[src/rtl/inst_fetch.sv]
// inst_fetch: instruction fetch stage in front of instmem.
// Owns the program counter, issues synchronous reads to instmem and captures
// the returning words into a 2-entry buffer presented to the decoder with a
// valid/ready handshake. Supports redirect (flush and restart) and halt.
// Optional boot loader that streams a program image into instmem after reset:
// compile with `define INST_FETCH_BOOTLOAD_EN.
`timescale 1ns/1ps
module inst_fetch #(
    parameter int ADDR_W = 12,
    parameter int DATA_W = 16,
    parameter logic [ADDR_W-1:0] RESET_PC = '0
) (
    input  logic              clk,
    input  logic              rst_n,
    output logic [ADDR_W-1:0] addIM,
    output logic              we_IM,
    output logic [DATA_W-1:0] dataIM,
    input  logic [DATA_W-1:0] outIM,
    output logic [DATA_W-1:0] instr,
    output logic [ADDR_W-1:0] instr_pc,
    output logic              instr_valid,
    input  logic              instr_ready,
    input  logic              redirect,
    input  logic [ADDR_W-1:0] redirect_pc,
    input  logic              halt
`ifdef INST_FETCH_BOOTLOAD_EN
    ,
    input  logic              ld_valid,
    input  logic [DATA_W-1:0] ld_data,
    input  logic              ld_last,
    output logic              ld_ready
`endif
);

    typedef enum logic [1:0] {
        ST_BOOT   = 2'd0,
        ST_FETCH  = 2'd1,
        ST_HALTED = 2'd2
    } state_t;

`ifdef INST_FETCH_BOOTLOAD_EN
    localparam state_t            ST_RESET   = ST_BOOT;
    localparam logic [ADDR_W-1:0] ADDR_RESET = '0;
`else
    localparam state_t            ST_RESET   = ST_FETCH;
    localparam logic [ADDR_W-1:0] ADDR_RESET = RESET_PC;
`endif

    state_t              r_state;
    state_t              w_next_state;

    logic [ADDR_W-1:0]   r_pc;          // next address to fetch
    logic [ADDR_W-1:0]   r_addr;        // last address presented to instmem
    logic                r_inflight;    // a read response arrives this cycle

    // Buffer head (drives the decoder directly) and second slot.
    logic [DATA_W-1:0]   r_instr;
    logic [ADDR_W-1:0]   r_instr_pc;
    logic                r_valid;
    logic [DATA_W-1:0]   r_tail_instr;
    logic [ADDR_W-1:0]   r_tail_pc;
    logic                r_tail_valid;

    logic                w_fetching;
    logic                w_flush;
    logic                w_pop;
    logic                w_push;
    logic                w_issue;
    logic [1:0]          w_count;
    logic [1:0]          w_occ;

`ifdef INST_FETCH_BOOTLOAD_EN
    logic [ADDR_W-1:0]   r_ld_ptr;
    logic                r_ld_ready;
    logic                w_beat;

    assign w_beat   = (r_state == ST_BOOT) & r_ld_ready & ld_valid;
    assign ld_ready = r_ld_ready;
`endif

    assign w_fetching = (r_state != ST_BOOT);
    assign w_flush    = w_fetching & redirect;
    assign w_pop      = r_valid & instr_ready;
    assign w_push     = r_inflight & ~w_flush;

    // Occupancy after this cycle's pop, counting the response still on its way.
    assign w_count = {1'b0, r_valid} + {1'b0, r_tail_valid};
    assign w_occ   = w_count + {1'b0, r_inflight} - {1'b0, w_pop};
    assign w_issue = w_fetching & ~halt & ~redirect & (w_occ < 2'd2);

    assign instr       = r_instr;
    assign instr_pc    = r_instr_pc;
    assign instr_valid = r_valid;

    // State register.
    always_ff @(posedge clk or negedge rst_n) begin
        // NOTE: sequential state uses non-blocking assignments so every register
        // samples pre-edge values regardless of process evaluation order.
        if (!rst_n) r_state <= ST_RESET;
        else        r_state <= w_next_state;
    end

    // Next-state logic: boot until the last image beat, then follow halt.
    always_comb begin
        // NOTE: a default assignment up front keeps every path covered, so no latch.
        w_next_state = r_state;
        case (r_state)
            ST_BOOT: begin
`ifdef INST_FETCH_BOOTLOAD_EN
                if (w_beat && ld_last) w_next_state = ST_FETCH;
`else
                w_next_state = ST_FETCH;
`endif
            end
            ST_FETCH:  if (halt)  w_next_state = ST_HALTED;
            ST_HALTED: if (!halt) w_next_state = ST_FETCH;
            default:   w_next_state = ST_RESET;
        endcase
    end

    // Memory port: present pc on an issue, the load pointer on a boot beat,
    // otherwise hold the last address.
    always_comb begin
        addIM  = r_addr;
        we_IM  = 1'b0;
        dataIM = '0;
        if (w_issue) addIM = r_pc;
`ifdef INST_FETCH_BOOTLOAD_EN
        if (w_beat) begin
            addIM  = r_ld_ptr;
            we_IM  = 1'b1;
            dataIM = ld_data;
        end
`endif
    end

    // Program counter, last presented address and in-flight flag.
    always_ff @(posedge clk or negedge rst_n) begin
        if (!rst_n) begin
            r_pc       <= RESET_PC;
            r_addr     <= ADDR_RESET;
            r_inflight <= 1'b0;
        end else begin
            r_inflight <= w_issue;
            if (w_flush) begin
                r_pc <= redirect_pc;
            end else if (w_issue) begin
                r_pc   <= r_pc + ADDR_W'(1);
                r_addr <= r_pc;
            end
`ifdef INST_FETCH_BOOTLOAD_EN
            if (w_beat) begin
                r_addr <= r_ld_ptr;
                if (ld_last) r_pc <= RESET_PC;
            end
`endif
        end
    end

    // Two-entry buffer: redirect flushes, otherwise pop and push may coincide.
    always_ff @(posedge clk or negedge rst_n) begin
        if (!rst_n) begin
            // NOTE: the data slots are reset as well, because instr/instr_pc
            // are outputs with defined reset values.
            r_instr      <= '0;
            r_instr_pc   <= '0;
            r_valid      <= 1'b0;
            r_tail_instr <= '0;
            r_tail_pc    <= '0;
            r_tail_valid <= 1'b0;
        end else if (w_flush) begin
            r_valid      <= 1'b0;
            r_tail_valid <= 1'b0;
        end else if (w_pop) begin
            if (r_tail_valid) begin
                r_instr      <= r_tail_instr;
                r_instr_pc   <= r_tail_pc;
                r_tail_valid <= w_push;
                if (w_push) begin
                    r_tail_instr <= outIM;
                    r_tail_pc    <= r_addr;
                end
            end else begin
                r_valid <= w_push;
                if (w_push) begin
                    r_instr    <= outIM;
                    r_instr_pc <= r_addr;
                end
            end
        end else if (w_push) begin
            if (!r_valid) begin
                r_instr    <= outIM;
                r_instr_pc <= r_addr;
                r_valid    <= 1'b1;
            end else begin
                r_tail_instr <= outIM;
                r_tail_pc    <= r_addr;
                r_tail_valid <= 1'b1;
            end
        end
    end

`ifdef INST_FETCH_BOOTLOAD_EN
    // Boot loader: ready while booting, write pointer advances per beat.
    always_ff @(posedge clk or negedge rst_n) begin
        if (!rst_n) begin
            r_ld_ptr   <= '0;
            r_ld_ready <= 1'b0;
        end else begin
            r_ld_ready <= (w_next_state == ST_BOOT);
            if (w_beat) r_ld_ptr <= r_ld_ptr + ADDR_W'(1);
        end
    end
`endif

endmodule

[config.mk]
export PLATFORM = sky130hd
export DESIGN_NAME = inst_fetch
export DESIGN_NICKNAME = d
export VERILOG_FILES = /design/src/rtl/inst_fetch.sv
export SDC_FILE = /design/constraint.sdc
export NUM_CORES = 1
export LEC_CHECK = 0
export BUFFER_PORTS_ARGS = -buffer_cell sky130_fd_sc_hd__clkbuf_2
export CORE_MARGIN = 1
export CORE_UTILIZATION = 49
export DETAILED_ROUTE_END_ITERATION = 8
export MAX_ROUTING_LAYER = met4
export PLACE_DENSITY = 0.87
export SLEW_MARGIN = 15
export SYNTH_ARGS = -nofsm -noshare
export SYNTH_HDL_FRONTEND = slang
export SYNTH_SLANG_ARGS = --single-unit
[constraint.sdc]
create_clock -name clk -period 3.2 [get_ports clk]
set_clock_uncertainty 0.2 [all_clocks]
set_input_delay 0.64 -clock clk [delete_from_list [all_inputs] [get_ports clk]]
set_output_delay 0.64 -clock clk [all_outputs]
set_load 0.05 [all_outputs]
### Word level (Yosys, flattened, before mapping)

Index checks and enable logic that the tools add are counted.

* reduce and logical (&&, ||, !) cells: 12
* equal/unequal tests: 7
* muxes and demuxes: 33
* $lt $le $gt $ge: 1
* add/sub/neg operators: 4
* bitwise gates (word level): 9

Operators with widths (number)
* $mux W12: 12
* $mux W16: 9
* $add A12 B1 Y12 const B: 1
* $reduce_bool A2 Y1: 5
* $mux W1: 9
* $reduce_and A4 Y1: 2
* $and A1 B1 Y1: 6
* $ne A2 B2 Y1 const B: 3
* $reduce_and A2 Y1: 3
* $reduce_bool A3 Y1: 2
* $mux W2: 2
* $pmux W2 S2: 1
* $ne A3 B3 Y1 const B: 1
* $not A1 Y1: 3
* $add A1 B1 Y2: 1
* $add A2 B1 Y2: 1
* $eq A2 B1 Y1 const B: 1
* $eq A2 B2 Y1 const B: 1
* $lt A2 B2 Y1 const B: 1
* $ne A2 B1 Y1 const B: 1
* $sub A2 B1 Y2: 1

* output and inout bits: 58
* bits in registers: 85
* bits of input ports: 33

### Logic depth before layout (Yosys ltp)

Gate-level depths: netlist (run 1).

* depth in word-level cells: 7
* depth in mapped cells: 10
* depth with buffers taken out: 8

### Worst setup path before layout (run 1)

No wires, ideal clock.

* path kind: register -> output
* start: register r_valid (netlist: instr_valid)
* end: output port addIM[0]
* arrival time: 2.735 ns
* path buffers: 2
* setup slack: -0.375 ns
* data required time: 2.360 ns
* cell stages (with the launch flop): 11
* path through: dfrtp_1 -> and2_1 -> clkbuf_1 -> ha_1 -> inv_1 -> ha_1 -> a21oi_4 -> xnor2_2 -> nor2_2 -> buf_2 -> mux2_2

* cells in the longest elaborated chain, start to end: 6

Ends and longest elaborated chain
* start, declared: line 59 `logic r_valid;`
* start signal, assigned: line 184 `r_valid <= w_push;`
* $add A1 B1 Y2: line 87 `assign w_count = {1'b0, r_valid} + {1'b0, r_tail_valid};`
* $add A2 B1 Y2: line 88 `assign w_occ = w_count + {1'b0, r_inflight} - {1'b0, w_pop};`
* $sub A2 B1 Y2 *: line 88
* $lt A2 B2 Y1 *: line 89 `assign w_issue = w_fetching & ~halt & ~redirect & (w_occ < 2'd2);`
* $and A1 B1 Y1 *: line 89
* $mux W12 *: line 127 `if (w_issue) addIM = r_pc;`
* end, declared: line 15 `output logic [ADDR_W-1:0] addIM,`

Mark *: on every way between the ends. The rest lies on a longest branch, timed or not.

### Final worst setup path (run 1)

* start: register r_valid (netlist: instr_valid)
* end: output port addIM[4]

Same word-level chain as after synthesis.

==> summary.txt, run 1 <==
Logic synthesis
  – Adder-cell area share of the yosys netlist: 0.909%
  – Count leader, synth: dfrtp_1
  – Post-Syn Instances: 360
  – Cell Area, Synth: 0.00413 sq mm
  – Cells taking the most area after synthesis: dfrtp_1, mux2_2, mux2i_1
  – Asr flop ratio synth: 100%
  – Synth top cells by count: dfrtp_1, mux2_2, nor2_1
  – Yosys warnings: 0
  – Top-area cell type share of the netlist area: 50.9%
  – Synth Area in Simple Gates: 9.85%
  – Synth cell types: 49
  – Sequential fraction of the synthesis area: 51.5%
  – Synthesized area per cell: 11.5 sq um
  – Largest family of logic cells by synthesized area: multiplexers
  – Flops & latches, synth: 85
  – Synth Area in XOR/XNOR: 0.818%
  – Most area-hungry cell type in the Yosys netlist: dfrtp_1
  – Mux share of post-synthesis cell area: 21.0%
  – Number of flops mapped to enable cells by yosys: 0
  – Synth Area in Compound Gates: 9.69%
  – Main flop type after synthesis: dfrtp_1

Timing
  – Final Slew Violations: 0
  – Final setup viols: 12
  – Setup ws final: -0.163 ns
  – RSZ-0062 raised after global routing: true
  – Final min period: 3.36 ns
  – Max_slew headroom: 43.5%
  – F_max: 297 MHz
  – Period utilization: 105%
  – Slew @ Worst Pin: 0.846 ns
  – Hold Violations, Final: 0

Floorplanning
  – Die height: 93.8 um
  – Row count: 33
  – Initial Utilization: 50.5%
  – Die width: 93.8 um
  – I/O pin count: 91
  – DIE AREA: 0.00880 sq mm
  – Core area: 0.00818 sq mm

Status
  – Outcome: finished with violations
  – Failing checks: setup timing

Setup path
  – Worst setup SP type: flop
  – Worst path bufs/invs: 3
  – Cell family with most CP delay: adder cells
  – Worst r2r src: r_state[1]
  – R2R Path End: r_tail_instr[12]
  – R2R depth: 3
  – CP required: 2.36 ns
  – Worst path cell trace: and2_4 -> ha_4 -> inv_2 -> ha_4 -> a21oi_4 -> xnor2_4 -> nor2_4 -> buf_12 -> mux2_4 -> buf_8
  – Arrival time of the worst setup path: 2.52 ns
  – Slowest library cell on the worst path: dfrtp_2
  – Worst R2R Setup Slack: 0.48 ns
  – CP peak stage delay: 0.41 ns
  – Crit path kind: flop to output port
  – Crit path top cell by count: ha_4
  – Worst-path fanout max: 11
  – CP endpoint kind: output port

CTS
  – Skew-Pair Late Insertion Delay: 0.33 ns
  – CTS H-tree depth: 3
  – CTS tree: built
  – CTS max path bufs: 2
  – Clk root buf: clkbuf_8
  – Reg clk slew, reported paths: 0.08 ns
  – CTS buffer count: 9
  – Clk sinks: 85
  – Hold-fix buffers at CTS: 0

Global routing
  – Met1 Use GR: 26.2%
  – Global-route wire length before repair: 14.2 mm
  – Met3 usage: 3.96%
  – GRT overflow: 0
  – Vias in the first global route: 3,003
  – Largest net degree at the start of global routing: 57
  – Grt peak-use layer: met2
  – GRT Util Overall: 21.8%
  – Met2 Resource Use GR: 36.4%
  – Initial antenna violation count: 0

Route
  – Post-Route WL: 8.79 mm
  – DR vias/cell: 5.51
  – Drt first pass iters: 5
  – DR DRC count: 0
  – Initial DRC count: 131
  – DRT antenna net count: 0
  – Via count: 3,032
  – DR WL/cell: 16.0 um

Power
  – Leak: 2.50 nW
  – Power per cell area: 1070 mW/mm^2
  – Peak supply drop: 0.648 mV
  – Total Power: 5.35 mW

Place
  – Number of port buffers: 73
  – Placed Cells: 530
  – DP HPWL: 5.85 mm
  – Final Wtd Congestion: 0.848

Min path
  – Min-delay worst type: input pin to asynchronous set/reset pin

Final layout
  – Finished Core Util: 61.1%
  – Diodes inserted: 0
  – Layout cells sized above 1: 38.0%
  – Final nets: 477
  – Synth-to-layout area growth: 20.9%
  – Final instance count without filler cells: 550

Run
  – Maxcap violations: 0
-- worst reg2reg max path, delay by kind of cell, from the launching register on --
kind	cells	cell delay, ns
AND/OR/NAND/NOR	1	0.82
flip-flops	1	0.42
AO/OA/AOI/OAI	1	0.55
multiplexers	1	0.60
-- state kept, by name (all words and copies together) (netlist names), 2 cells and up --
signal / count
instr: 16
r_addr: 12
instr_pc: 12
r_state: 2
r_tail_instr: 16
r_pc: 12
r_tail_pc: 12
-- per-stage QoR --
step	TNS (ns)	hold slack (ns)	cell area (sq um)	worst slack (ns)
floorplan	-0.660	0.144	4300	-0.0635
global placement	-2.05	0.274	4660	-0.175
detailed placement	-2.40	0.285	4660	-0.211
CTS	-2.29	0.112	4980	-0.205
global route	-2.54	0.141	4990	-0.224
finish	-1.80	0.103	4990	-0.163
-- repair_timing --
item	CTS	global route
pin swaps	2	1
gates resized for setup	26	11
gates cloned	0	0
setup endpoints to repair	12	12
buffers inserted	5	0
-- worst max path at each step --
stage / from / to / slack (ns) / cells past startpoint
floorplan: instr_ready / addIM[0] / -0.06 / 10
CTS: instr_valid / addIM[1] / -0.20 / 10
global placement: instr_ready / addIM[4] / -0.18 / 11
detailed placement: instr_ready / addIM[1] / -0.21 / 11
global route: instr_valid / addIM[9] / -0.22 / 10
finish: instr_valid / addIM[4] / -0.16 / 10
-- where the power goes --
| part | internal (mW) | total (mW) | switching [mW] |
|---|---|---|---|
| Sequential | 1.57 | 1.99 | 0.422 |
| Combinational | 1.03 | 2.70 | 1.67 |
| Clock | 0.297 | 0.663 | 0.366 |
| Total | 2.90 | 5.35 | 2.46 |
-- metal layers --
metal / vias up / routed length, um
met5: - / 0
met4: 0 / 201
met3: 21 / 476
met2: 135 / 4380
met1: 1468 / 3730
li1: 1408 / -
-- layout make-up --
type                    count  area [sq um]
fillers                   696          3180
clock buffers              11           141
clock inverters             4          25.0
repair buffers             91           649
flip-flops and latches     85          2130
inverters                   4          15.0
multi-input cells         250          1900
well taps                 105           131
-- cell families after synthesis --
family	Yosys count
adders and majority gates	3
muxes	80
xor gates and xnor gates	3
AOI/OAI and AO/OA	61
and+or+nand+nor	86
DFF	85
other	1
buffers and inverters	41
-- cell usage in the layout (no fill, tap or decap), types with 3 or more instances in the layout --
cell and n:
a211oi_1 5, a21oi_1 32, a311oi_1 4, a31oi_1 3, and2_1 3, buf_4 17, buf_8 11, clkbuf_2 60
clkbuf_8 10, conb_1 17, dfrtp_1 83, inv_1 3, mux2_1 3, mux2_2 37, mux2_4 12, mux2i_1 28
nand2_1 11, nand2b_1 3, nand3_1 4, nor2_1 42, nor3_1 7, o211ai_1 3
Power figures use the tool's default switching activity.
==> inputs of run 2 (changes only) <==
--- a/config.mk
+++ b/config.mk
@@ -5,6 +5,7 @@
 export SDC_FILE = /design/constraint.sdc
 export NUM_CORES = 1
 export LEC_CHECK = 0
+export ABC_AREA = 1
 export BUFFER_PORTS_ARGS = -buffer_cell sky130_fd_sc_hd__clkbuf_2
 export CORE_MARGIN = 1
 export CORE_UTILIZATION = 49
==> summary.txt, run 2 <==
Timing
  – Setup ws final: 0.0132 ns (+0.176 ns)
  – RSZ-0062 raised after global routing: true
  – Final min period: 3.19 ns (-0.176 ns)
  – Final Slew Violations: 0 (unchanged)
  – F_max: 314 MHz (+5.5%)
  – Hold Violations, Final: 0 (unchanged)
  – Period utilization: 99.6% (-5.5 points)
  – Worst-case hold slack: 0.0532 ns (-0.0496 ns)
  – Max_slew headroom: 53.0% (+9.5 points)
  – Slew @ Worst Pin: 0.702 ns (-0.144 ns)
  – Final setup viols: 0 (-12)

Place
  – DP HPWL: 6.41 mm (+9.6%)
  – Final Wtd Congestion: 0.844 (-0.53%)
  – Number of port buffers: 73 (unchanged)
  – Post-Place Setup Slack: -0.137 ns (+0.0740 ns)

Setup path
  – CP required: 2.36 ns (about the same)
  – CP peak stage delay: 0.44 ns (+0.03 ns)
  – Worst R2R Setup Slack: 0.08 ns (-0.40 ns)
  – CP endpoint kind: output port
  – Worst setup SP type: flop
  – Worst-path fanout max: 7 (-4)
  – R2R depth: 19 (+16)
  – Arrival time of the worst setup path: 2.35 ns (-0.17 ns)
  – Critical Path Start: instr_valid
  – Worst path cell trace: nand2_4 -> clkinv_4 -> ha_4 -> inv_2 -> ha_4 -> nand2_4 -> nand3_2 -> nand3_4 -> buf_16 -> o21ai_4 -> buf_8
  – R2R Path End: instr[15]
  – Worst r2r src: instr_valid
  – Slowest library cell on the worst path: dfrtp_2
  – Crit path kind: flop to output port

Route
  – DRT antenna net count: 0 (unchanged)
  – DR DRC count: 0 (unchanged)
  – Drt first pass iters: 5 (unchanged)
  – DR vias/cell: 5.18 (-6.0%)
  – Post-Route WL: 10.5 mm (+19%)
  – DR WL/cell: 14.4 um (-9.8%)
  – Initial DRC count: 195 (+49%)
  – Via count: 3,755 (+24%)

Floorplanning
  – Die width: 95.3 um (+1.5%)
  – Die height: 95.3 um (+1.5%)
  – I/O pin count: 91 (unchanged)
  – Initial Utilization: 51.3% (+0.83 points)
  – Core area: 0.00830 sq mm (+1.5%)
  – DIE AREA: 0.00907 sq mm (+3.1%)
  – Row count: 33 (unchanged)

Logic synthesis
  – Cells taking the most area after synthesis: dfrtp_1, nand2_1, o21ai_0
  – Number of flops mapped to enable cells by yosys: 0 (unchanged)
  – Asr flop ratio synth: 100% (unchanged)
  – Post-Syn Instances: 524 (+46%)
  – Main flop type after synthesis: dfrtp_1
  – Synth cell types: 32 (-35%)
  – Cell Area, Synth: 0.00426 sq mm (+3.2%)
  – Top-area cell type share of the netlist area: 49.3% (-1.6 points)
  – Synth top cells by count: nand2_1, dfrtp_1, o21ai_0
  – Yosys warnings: 0 (unchanged)
  – Synthesized area per cell: 8.13 sq um (-29%)
  – Most area-hungry cell type in the Yosys netlist: dfrtp_1
  – Flops & latches, synth: 85 (unchanged)
  – Sequential fraction of the synthesis area: 49.9% (-1.6 points)
  – Count leader, synth: nand2_1

Global routing
  – GRT Util Overall: 25.1% (+3.3 points)
  – Largest net degree at the start of global routing: 57 (unchanged)
  – Global-route wire length before repair: 16.9 mm (+19%)
  – Vias in the first global route: 3,616 (+20%)
  – GRT overflow: 0 (unchanged)
  – Initial antenna violation count: 0 (unchanged)

Min path
  – Min-delay worst type: input pin to asynchronous set/reset pin

CTS
  – CTS tree: built
  – CTS max path bufs: 2 (unchanged)
  – Skew-Pair Late Insertion Delay: 0.35 ns (+0.02 ns)
  – CTS H-tree depth: 3 (unchanged)
  – Clk sinks: 85 (unchanged)
  – Reg clk slew, reported paths: 0.09 ns (about the same)
  – Clk root buf: clkbuf_8
  – CTS buffer count: 9 (unchanged)

Final layout
  – FILL cells: 644 (-7.5%)
  – Commonest non-fill, non-tap cell in the layout: nand2_1
  – Diodes inserted: 0 (unchanged)
  – Layout cells sized above 1: 27.9% (-10 points)
  – Most frequent cells in the layout: nand2_1, dfrtp_1, o21ai_0, clkbuf_2, inv_1
  – Synth-to-layout area growth: 28.1%
  – Final nets: 651 (+36%)

Power
  – Leak: 2.83 nW (+13%)
  – Total Power: 5.19 mW (-3.1%)
  – Peak supply drop: 0.549 mV (-15%)
  – Power per cell area: 951 mW/mm^2 (-11%)

Status
  – Outcome: finished, final reports clean

Run
  – Maxcap violations: 0 (unchanged)
## run 2: worst max-delay path, delay by kind of cell, from the launching register on
kind | cells | cell delay [ns]
flip-flops | 1 | 0.44
buffers and inverters | 4 | 0.48
AO/OA/AOI/OAI | 1 | 0.16
adder cells (fa/ha/maj) | 2 | 0.51
AND/OR/NAND/NOR | 4 | 0.40
## run 2: worst max-delay path by stage
stage / end / depth (start not counted)
after floorplan: addIM[0] / 11
after global placement: addIM[8] / 13
after detailed placement: addIM[6] / 13
after CTS: addIM[5] / 11
after global routing: addIM[7] / 13
final: addIM[3] / 11
## run 2: power by group
group          total [mW]  leakage, nW  internal (mW)  switching [mW]
clock               0.849        0.110          0.444           0.405
combinational        2.49         1.70          0.804            1.68
sequential           1.85         1.02           1.53           0.322
total                5.19         2.83           2.78            2.41
## run 2: repair_timing
item / CTS / global route
buffers inserted: 12 / 4
setup endpoints to repair: 12 / 40
resized for setup: 42 / 28
gates cloned: 2 / 1
hold endpoints to repair: 0 / 0
pin swaps: 9 / 9
hold buffers: 0 / 0
## run 2: kinds of logic (layout without fill, tap and decap cells)
kind of cell | Yosys count | after routing | synth area share [%]
simple gates | 212 | 213 | 20.4
compound gates | 127 | 127 | 17.1
buf+inv | 96 | 175 | 11.5
flops | 85 | 85 | 49.9
fa+ha+maj | 3 | 3 | 0.881
other cells | 1 | 17 | 0.0880
## run 2: layer usage
| layer | part of all wire (%) | vias to the layer above | global-route usage, % |
|---|---|---|---|
| met1 | 41 | 1761 | 30.0 |
| met5 | 0 | - | - |
| met2 | 50 | 136 | 41.4 |
| met3 | 5.5 | 30 | 5.66 |
| li1 | - | 1828 | - |
| met4 | 3.0 | 0 | 9.72 |
## run 2: cell type report
class                           instances  area, sq um  area share (%)
Multi-Input combinational cell        360         1950            35.6
Clock inverter                          7         98.8            1.81
Clock buffer                            9          124            2.27
Tap cell                              105          131            2.41
Inverter                               57          224            4.10
Sequential cell                        85         2130            39.0
Timing Repair Buffer                  102          805            14.7
## run 2: per-stage QoR
step                area, sq um  std cells  TNS, ns  util [%]
CTS                        5340        720  -0.0154      64.3
global route               5460        725   -0.543      65.8
finish                     5460        725        0      65.8
floorplan                  4450        540        0         -
global placement           4800        690   -0.250      57.9
detailed placement         4800        690   -0.910      57.9
